[src/rtl/tag_lookup_ctrl_2way.sv]
// tag_lookup_ctrl_2way: lookup/allocate sequencer for a 2-way set-associative
// tag store. Zero-fills both tag RAMs after reset, then serves one request
// every two cycles: address the RAMs on accept, compare/allocate in CMP.
module tag_lookup_ctrl_2way #(
  parameter  int AWIDTH = 3,
  parameter  int TWIDTH = 12,
  localparam int DWIDTH = TWIDTH + 2
) (
  input  logic                     clock,
  input  logic                     reset,
  input  logic                     req_valid,
  output logic                     req_ready,
  input  logic [TWIDTH+AWIDTH-1:0] req_addr,
  input  logic                     req_we,
  output logic                     resp_valid,
  output logic                     resp_hit,
  output logic                     resp_way,
  output logic                     resp_evict_dirty,
  output logic [TWIDTH-1:0]        resp_evict_tag,
  output logic [AWIDTH-1:0]        t0_addr,
  output logic [AWIDTH-1:0]        t1_addr,
  output logic [DWIDTH-1:0]        t0_din,
  output logic [DWIDTH-1:0]        t1_din,
  output logic                     t0_we,
  output logic                     t1_we,
  input  logic [DWIDTH-1:0]        t0_dout,
  input  logic [DWIDTH-1:0]        t1_dout
);

  localparam int DEPTH = 1 << AWIDTH;

  typedef enum logic [1:0] {S_INIT, S_IDLE, S_CMP} state_t;

  state_t              r_state, w_next;
  logic [AWIDTH-1:0]   r_init_cnt;
  logic [DEPTH-1:0]    r_lru;     // per set: way to replace when both valid
  logic [TWIDTH-1:0]   r_tag;
  logic [AWIDTH-1:0]   r_idx;
  logic                r_we;

  // Unpack the two RAM words {valid, dirty, tag}
  logic              w_v0, w_v1, w_d0, w_d1;
  logic [TWIDTH-1:0] w_tag0, w_tag1;
  logic              w_hit0, w_hit1, w_hit, w_victim, w_way, w_vic_dirty;
  logic [TWIDTH-1:0] w_vic_tag;

  assign w_v0   = t0_dout[DWIDTH-1];
  assign w_d0   = t0_dout[DWIDTH-2];
  assign w_tag0 = t0_dout[TWIDTH-1:0];
  assign w_v1   = t1_dout[DWIDTH-1];
  assign w_d1   = t1_dout[DWIDTH-2];
  assign w_tag1 = t1_dout[TWIDTH-1:0];

  assign w_hit0 = w_v0 & (w_tag0 == r_tag);
  assign w_hit1 = w_v1 & (w_tag1 == r_tag);
  assign w_hit  = w_hit0 | w_hit1;

  // Fill an empty way first; only consult LRU when the set is full
  assign w_victim    = !w_v0 ? 1'b0 : (!w_v1 ? 1'b1 : r_lru[r_idx]);
  // Way 0 wins if a corrupt set hits in both ways
  assign w_way       = w_hit ? !w_hit0 : w_victim;
  assign w_vic_dirty = w_victim ? (w_v1 & w_d1) : (w_v0 & w_d0);
  assign w_vic_tag   = w_victim ? w_tag1 : w_tag0;

  // Next state, RAM control and response outputs
  always_comb begin
    w_next           = r_state;
    req_ready        = 1'b0;
    resp_valid       = 1'b0;
    resp_hit         = 1'b0;
    resp_way         = 1'b0;
    resp_evict_dirty = 1'b0;
    resp_evict_tag   = '0;
    t0_addr          = r_idx;
    t1_addr          = r_idx;
    t0_din           = '0;
    t1_din           = '0;
    t0_we            = 1'b0;
    t1_we            = 1'b0;
    case (r_state)
      S_INIT: begin
        t0_addr = r_init_cnt;
        t1_addr = r_init_cnt;
        t0_we   = 1'b1;
        t1_we   = 1'b1;
        if (r_init_cnt == AWIDTH'(DEPTH - 1)) w_next = S_IDLE;
      end
      S_IDLE: begin
        req_ready = !reset;
        t0_addr   = req_addr[AWIDTH-1:0];
        t1_addr   = req_addr[AWIDTH-1:0];
        if (req_valid) w_next = S_CMP;
      end
      S_CMP: begin
        w_next = S_IDLE;
        // A reset landing on the CMP cycle drops the request entirely
        if (!reset) begin
          resp_valid = 1'b1;
          resp_hit   = w_hit;
          resp_way   = w_way;
          // Hit rewrite only happens for stores, so dirty is always r_we
          t0_din     = {1'b1, r_we, r_tag};
          t1_din     = {1'b1, r_we, r_tag};
          if (!w_hit) begin
            resp_evict_dirty = w_vic_dirty;
            resp_evict_tag   = w_vic_dirty ? w_vic_tag : '0;
          end
          t0_we = (!w_way) & (!w_hit | r_we);
          t1_we = w_way & (!w_hit | r_we);
        end
      end
      default: w_next = S_INIT;
    endcase
  end

  // State, init counter, request capture and LRU update
  always_ff @(posedge clock) begin
    if (reset) begin
      r_state    <= S_INIT;
      r_init_cnt <= '0;
      r_lru      <= '0;
      r_tag      <= '0;
      r_idx      <= '0;
      r_we       <= 1'b0;
    end else begin
      r_state <= w_next;
      if (r_state == S_INIT) r_init_cnt <= r_init_cnt + AWIDTH'(1);
      if (req_valid && req_ready) begin
        r_tag <= req_addr[TWIDTH+AWIDTH-1:AWIDTH];
        r_idx <= req_addr[AWIDTH-1:0];
        r_we  <= req_we;
      end
      if (resp_valid) r_lru[r_idx] <= !w_way;
    end
  end

endmodule

[config.mk]
export PLATFORM = sky130hd
export DESIGN_NAME = tag_lookup_ctrl_2way
export DESIGN_NICKNAME = d
export VERILOG_FILES = /design/src/rtl/tag_lookup_ctrl_2way.sv
export SDC_FILE = /design/constraint.sdc
export NUM_CORES = 1
export LEC_CHECK = 0
export BUFFER_PORTS_ARGS = -buffer_cell sky130_fd_sc_hd__buf_2
export CAP_MARGIN = 0
export CORE_ASPECT_RATIO = 0.9
export CORE_UTILIZATION = 43
export CTS_CLUSTER_SIZE = 24
export DETAILED_ROUTE_END_ITERATION = 12
export PLACE_DENSITY = 0.81
export SETUP_SLACK_MARGIN = 0.4
export SLEW_MARGIN = 0
export SYNTH_ARGS = -nofsm -noshare
export SYNTH_HDL_FRONTEND = slang
export SYNTH_SLANG_ARGS = --single-unit
export TNS_END_PERCENT = 5
[constraint.sdc]
create_clock -name clock -period 1.83 [get_ports clock]
set_clock_uncertainty 0.15 [all_clocks]
set_input_delay 0.183 -clock clock [delete_from_list [all_inputs] [get_ports clock]]
set_output_delay 0.183 -clock clock [all_outputs]
set_load 0.05 [all_outputs]
==> results.py, run 1 <==
metrics = {
    "floorplanning": {
        "initial_core_util_pct": 44.9,
        "die_area_um2": 5370,
        "rows": 24,
        "core_um2": 4860,
        "dieHeight_um": 69.6,
        "dieWidth_um": 77.2,
        "ios": 100,
    },
    "clock_tree": {
        "htreeDepth": 2,
        "root_buffer": "clkbuf_8",
        "cts_buffer_depth": 2,
        "worstSkewPairLatency_ns": 0.28,
        "numCtsBuffers": 5,
        "cts_tree": "yes",
        "clk_pin_slew_ns": 0.06,
        "cts.sink_count": 29,
    },
    "setup_path": {
        "crit_path_end_kind": "primary output",
        "worstPathCellList": "mux2i_1, nor3_1, buf_4, o41ai_4, buf_4, buf_12, mux2i_2, nor2_2, buf_6",
        "cp_data_required_time_ns": 1.50,
        "crit_fanout": 7,
        "reg2reg_setup_slack_ns": -0.42,
        "crit_arrival_ns": 2.28,
        "cp-start-kind": "flop",
        "critPathMostFrequentCell": "buf_4",
        "crit_type": "reg -> out",
        "crit_slowest_cell": "dfxtp_4",
        "cpPeakStageDelay_ns": 0.39,
    },
    "cells_and_area": {
        "synthToLayoutAreaGrowth_pct": 65.7,
        "fill_cells": 321,
        "final_layout_size_suffix_gt1_share_pct": 52.1,
        "diodes": 0,
        "final_nets": 447,
        "multi_input_area_um2": 1550,
        "final_cell_mix": "buf_4, buf_2, buf_6, nand2_1, dfxtp_1",
        "final_common_cell": "buf_4",
        "seqCellArea_um2": 592,
        "final_cells": 464,
    },
    "timing": {
        "period_needed_ns": 2.61,
        "worst_hold_slack_ns": 0.0103,
        "period_share_pct": 143,
        "timing.fmax_mhz": 382,
        "final-max-slew-violation-count": 0,
        "slew_headroom_pct": 69.3,
        "hold_viol_final": 0,
        "layout_setup_ws_ns": -0.785,
        "rsz0062_at_grt": "true",
        "setup_violations": 49,
        "worst_pin_slew_ns": 0.456,
    },
    "grt": {
        "grt_pass1_wl_um": 11400,
        "grt_start_max_net_pins": 34,
        "grt_usage_pct": 27.0,
        "grt_overflow_total": 0,
        "grt_pass1_vias": 2366,
        "antenna_found_initial": 0,
    },
    "power_and_ir_drop": {
        "p_per_area_nw_per_um2": 461,
        "vdd_ir_drop_max_mv": 0.458,
        "leakage_nw": 1.67,
    },
    "routing": {
        "wl_per_cell_um": 16.8,
        "vias_per_cell": 5.30,
        "drt-total-wl_um": 7800,
        "drt_first_pass_iters": 4,
        "ant_nets": 0,
        "drc_errors": 0,
        "via_count": 2459,
        "drt_iter0_drc": 119,
    },
    "synth": {
        "netlist_area_um2": 2190,
        "yosysSeqAreaShare_pct": 26.6,
        "netlist_top_cells_area": "dfxtp_1, xor2_1, mux2i_1",
        "synth-main-ff-cell": "dfxtp_1",
        "synth_edf_count": 0,
        "yosysWarnings": 0,
        "netlist.area_leader.share_pct": 26.6,
        "synthCells": 271,
        "synth_top_cell_by_area": "dfxtp_1",
        "synth_seq_cells": 29,
        "ys_types": 42,
        "synth_fp_nets": 320,
        "synthArstFlopShare_pct": 0,
        "syn-mean-instance-area_um2": 8.07,
    },
    "placement": {
        "routabilityCongestion": 0.876,
        "pre_cts_ws_ns": -0.536,
        "io_buffers": 99,
        "dp_hpwl_um": 4890,
        "placed_cells": 440,
    },
    "run": {
        "maxCapViolations": 0,
    },
    "worst_hold_path": {
        "hold_class": "in -> reg",
    },
    "status": {
        "violations": "negative setup slack",
        "status": "finished with violations",
    },
}
-- state kept, by name, summed over array words and instances (netlist names) --
signal      flops
r_we            1
r_idx           3
r_init_cnt      3
r_state         2
r_tag          12
r_lru           8
-- metal layers --
metal / wire length (um) / up-vias / part of all wire [%] / GRT usage (%)
li1: - / 1163 / - / -
met1: 3150 / 1159 / 40 / 33.1
met2: 3950 / 109 / 51 / 45.5
met3: 387 / 28 / 5.0 / 5.66
met4: 321 / 0 / 4.1 / 10.9
met5: 0 / - / 0 / 0
-- final timing paths --
path	end	cells past startpoint	startpoint
hold reg to reg	r_lru[6]	2	r_lru[6]
setup / recovery	resp_evict_tag[2]	9	r_idx[2]
setup reg to reg	r_lru[4]	9	r_idx[2]
hold / removal	r_idx[1]	3	req_addr[1]
-- power breakdown --
part           leakage (nW)  internal [mW]  switching, mW
Sequential            0.237          0.636        0.00741
Combinational          1.38          0.157          0.184
Clock                0.0585          0.443          0.241
-- metrics by stage --
step	setup TNS, ns	util (%)	area, um2	power [mW]
floorplan	-14.56	-	2300	0.822
global placement	-10.03	60.6	2950	0.921
detailed placement	-11.64	60.6	2950	0.928
CTS	-14.61	72.1	3510	1.63
global route	-20.25	74.5	3620	1.73
finish	-17.58	74.5	3620	1.67
-- cells in the mapped netlist (2+ instances only) --
master / n
xor2_1: 23
mux2i_1: 19
nand2b_1: 18
nand2_1: 29
and2_1: 15
buf_2: 2
inv_1: 4
o21ai_0: 19
a211oi_2: 7
nor3_1: 8
ha_1: 2
a21oi_1: 5
nor2_1: 24
buf_6: 2
nor3b_1: 3
xnor2_1: 2
buf_4: 19
clkbuf_1: 11
dfxtp_1: 29
nor4_1: 8
-- cell type report --
cell class	count	share of cell area, %
Clock buffer	7	2.38
Tap cell	65	2.25
Timing Repair Buffer	154	35.0
Multi-Input combinational cell	203	42.7
Sequential cell	29	16.3
Clock inverter	1	0.829
Inverter	5	0.518
-- what timing repair did --
action | CTS | global route
resized for setup | 99 | 25
hold endpoints to repair | 12 | 0
gates cloned | 0 | 1
hold buffers | 12 | 0
pin swaps | 4 | 3
setup buffers | 1 | 2
setup endpoints to repair | 77 | 78
-- cells by family (layout without fill, tap and decap cells) --
group	count (synthesis)	count (layout)	synth area share, %
and+or+nand+nor	115	115	27.2
AOI/OAI and AO/OA	42	42	15.6
buffers and inverters	39	167	10.8
DFF	29	29	26.6
xor gates and xnor gates	25	25	10.0
muxes	19	19	8.70
adders and majority gates	2	2	1.14
-- worst max-delay path, delay by kind of cell (launching register included) --
kind                   cells  cell delay [ns]
multiplexers               2             0.47
buffers and inverters      4             0.63
AND/OR/NAND/NOR            2             0.15
AO/OA/AOI/OAI              1             0.36
flip-flops                 1             0.39
(Power assumes the default switching activity.)
==> run 2: changes to the inputs <==
--- a/config.mk
+++ b/config.mk
@@ -5,13 +5,13 @@
 export SDC_FILE = /design/constraint.sdc
 export NUM_CORES = 1
 export LEC_CHECK = 0
-export BUFFER_PORTS_ARGS = -buffer_cell sky130_fd_sc_hd__buf_2
 export CAP_MARGIN = 0
 export CORE_ASPECT_RATIO = 0.9
-export CORE_UTILIZATION = 43
+export CORE_UTILIZATION = 50
 export CTS_CLUSTER_SIZE = 24
 export DETAILED_ROUTE_END_ITERATION = 12
-export PLACE_DENSITY = 0.81
+export DONT_BUFFER_PORTS = 1
+export PLACE_DENSITY = 0.72
 export SETUP_SLACK_MARGIN = 0.4
 export SLEW_MARGIN = 0
 export SYNTH_ARGS = -nofsm -noshare
==> run 2 against run 1 <==
The run still ends with negative setup slack left. Worst hold slack better by 0.053 ns. Setup slack worse by 0.048 ns. Non-clock buffer count down 50. Fmax down 1.8%. Sequential cell count unchanged. Cell count down 14%. Core utilization up 12 points. Via count up 4.0%. Total power down 9.2%. Die area down 14%. Sequential power about the same. Wire length up 11%.
==> results.py, run 2 (same netlist as run 1, synthesis figures left out) <==
metrics = {
    "setup_path": {
        "crit_path_end_kind": "primary output",
        "startpoint": "r_tag[3]",
        "reg2reg_setup_slack_ns": -0.38,
        "crit_fanout": 3,
        "cp_data_required_time_ns": 1.50,
        "r2r-start": "r_tag[3]",
        "crit_type": "reg -> out",
        "crit_arrival_ns": 2.33,
        "cp-start-kind": "flop",
    },
    "clock_tree": {
        "worstSkewPairLatency_ns": 0.30,
        "cts_buffer_depth": 2,
        "htreeDepth": 2,
        "cts_tree": "yes",
        "numCtsBuffers": 5,
        "cts.sink_count": 29,
        "clk_pin_slew_ns": 0.07,
        "root_buffer": "clkbuf_8",
    },
    "placement": {
        "pre_cts_ws_ns": -0.445,
        "placed_cells": 366,
        "io_buffers": 0,
        "routabilityCongestion": 0.917,
        "place_area_um2": 3000,
        "dp_hpwl_um": 4590,
    },
    "cells_and_area": {
        "largest_reg_flops": 12,
        "synthToLayoutAreaGrowth_pct": 63.9,
        "final_cells": 397,
        "largest-register": "r_tag",
        "final_cell_mix": "buf_4, nand2_1, buf_12, xor2_1, dfxtp_1",
        "postLayoutCoreUtil_pct": 86.8,
        "diodes": 0,
        "reg_top3": "r_tag x12, r_lru x8",
        "final_layout_size_suffix_gt1_share_pct": 45.8,
        "final_nets": 397,
        "final_common_cell": "buf_4",
        "final_area_um2": 3580,
        "fill_cells": 180,
    },
    "worst_hold_path": {
        "min-delay-start": "req_valid",
        "hold_class": "in -> reg",
    },
    "routing": {
        "ant_nets": 0,
        "via_count": 2557,
        "drc_errors": 0,
        "wl_per_cell_um": 21.9,
        "drt_iter0_drc": 263,
        "vias_per_cell": 6.44,
        "drt-total-wl_um": 8690,
        "drt_first_pass_iters": 5,
    },
    "floorplanning": {
        "rows": 22,
        "initial_core_util_pct": 52.9,
        "ios": 100,
        "dieHeight_um": 64.7,
        "dieWidth_um": 71.7,
        "core_um2": 4130,
        "die_area_um2": 4640,
    },
    "status": {
        "violations": "negative setup slack",
        "status": "finished with violations",
    },
    "timing": {
        "final-max-slew-violation-count": 0,
        "period_share_pct": 145,
        "period_needed_ns": 2.66,
        "setup_violations": 49,
        "hold_viol_final": 0,
        "timing.fmax_mhz": 376,
        "layout_setup_ws_ns": -0.833,
        "worst_pin_slew_ns": 1.04,
        "tns_ns": -18.29,
        "rsz0062_at_grt": "true",
        "slew_headroom_pct": 30.6,
        "worst_hold_slack_ns": 0.0629,
    },
    "grt": {
        "grt_usage_pct": 35.0,
        "grt_pass1_wl_um": 12100,
        "antenna_found_initial": 0,
        "grt_start_max_net_pins": 28,
        "grt_pass1_vias": 2378,
        "grt_overflow_total": 0,
    },
    "power_and_ir_drop": {
        "p_per_area_nw_per_um2": 423,
        "leakage_nw": 1.51,
        "vdd_ir_drop_max_mv": 0.466,
        "finalPower_mw": 1.52,
    },
    "run": {
        "maxCapViolations": 0,
    },
}
run 2: changes by cell type in the layout (fill, tap and decap cells not counted), moves of 3 or more:
cell           change
buf_6             -23
and2_1             -5
and2_4            +12
buf_12            +22
mux2i_4            +3
and2_2             -7
buf_2             -46
dfxtp_1            -3
dlygate4sd3_1      +7
buf_4              -8
run 2: critical path, cell delays in order, from the launching register on:
cell and delay [ns]:
dfxtp_1 0.35, xor2_1 0.23, nor4_2 0.40, nand4_1 0.23, and2_2 0.28, o41ai_4 0.36, buf_12 0.18
run 2: final cells by class:
type	instances	area (um2)	area share, %
Multi-Input combinational cell	203	1620	45.2
Timing Repair Buffer	104	1190	33.2
Sequential cell	29	598	16.7
Clock buffer	6	82.6	2.30
Tap cell	48	60.1	1.68
Inverter	5	21.3	0.594
Clock inverter	2	13.8	0.384
run 2: worst paths after layout:
| kind | end | cells past startpoint |
|---|---|---|
| setup / recovery | t1_we | 6 |
| hold / removal | r_state[1] | 2 |
| setup reg to reg | r_lru[2] | 7 |
| hold reg to reg | r_lru[6] | 2 |
run 2: power breakdown:
group / internal (mW) / total (mW) / switching, mW
combinational: 0.133 / 0.282 / 0.149
sequential: 0.634 / 0.642 / 0.00811
clock: 0.305 / 0.591 / 0.286
run 2: what timing repair did:
item                       4_1_cts  5_1_grt
hold buffers                    18        1
gates resized for setup         43       26
setup endpoints to repair       77       82
pin swaps                       11        2
hold endpoints to repair        28        1
setup buffers                    1        3
run 2: routing by layer:
metal	wire length, um	track usage (%)	vias to the layer above
met4	528	20.6	0
li1	-	-	1058
met2	4120	55.2	229
met5	0	0	-
met1	3170	42.5	1211
met3	872	9.80	59
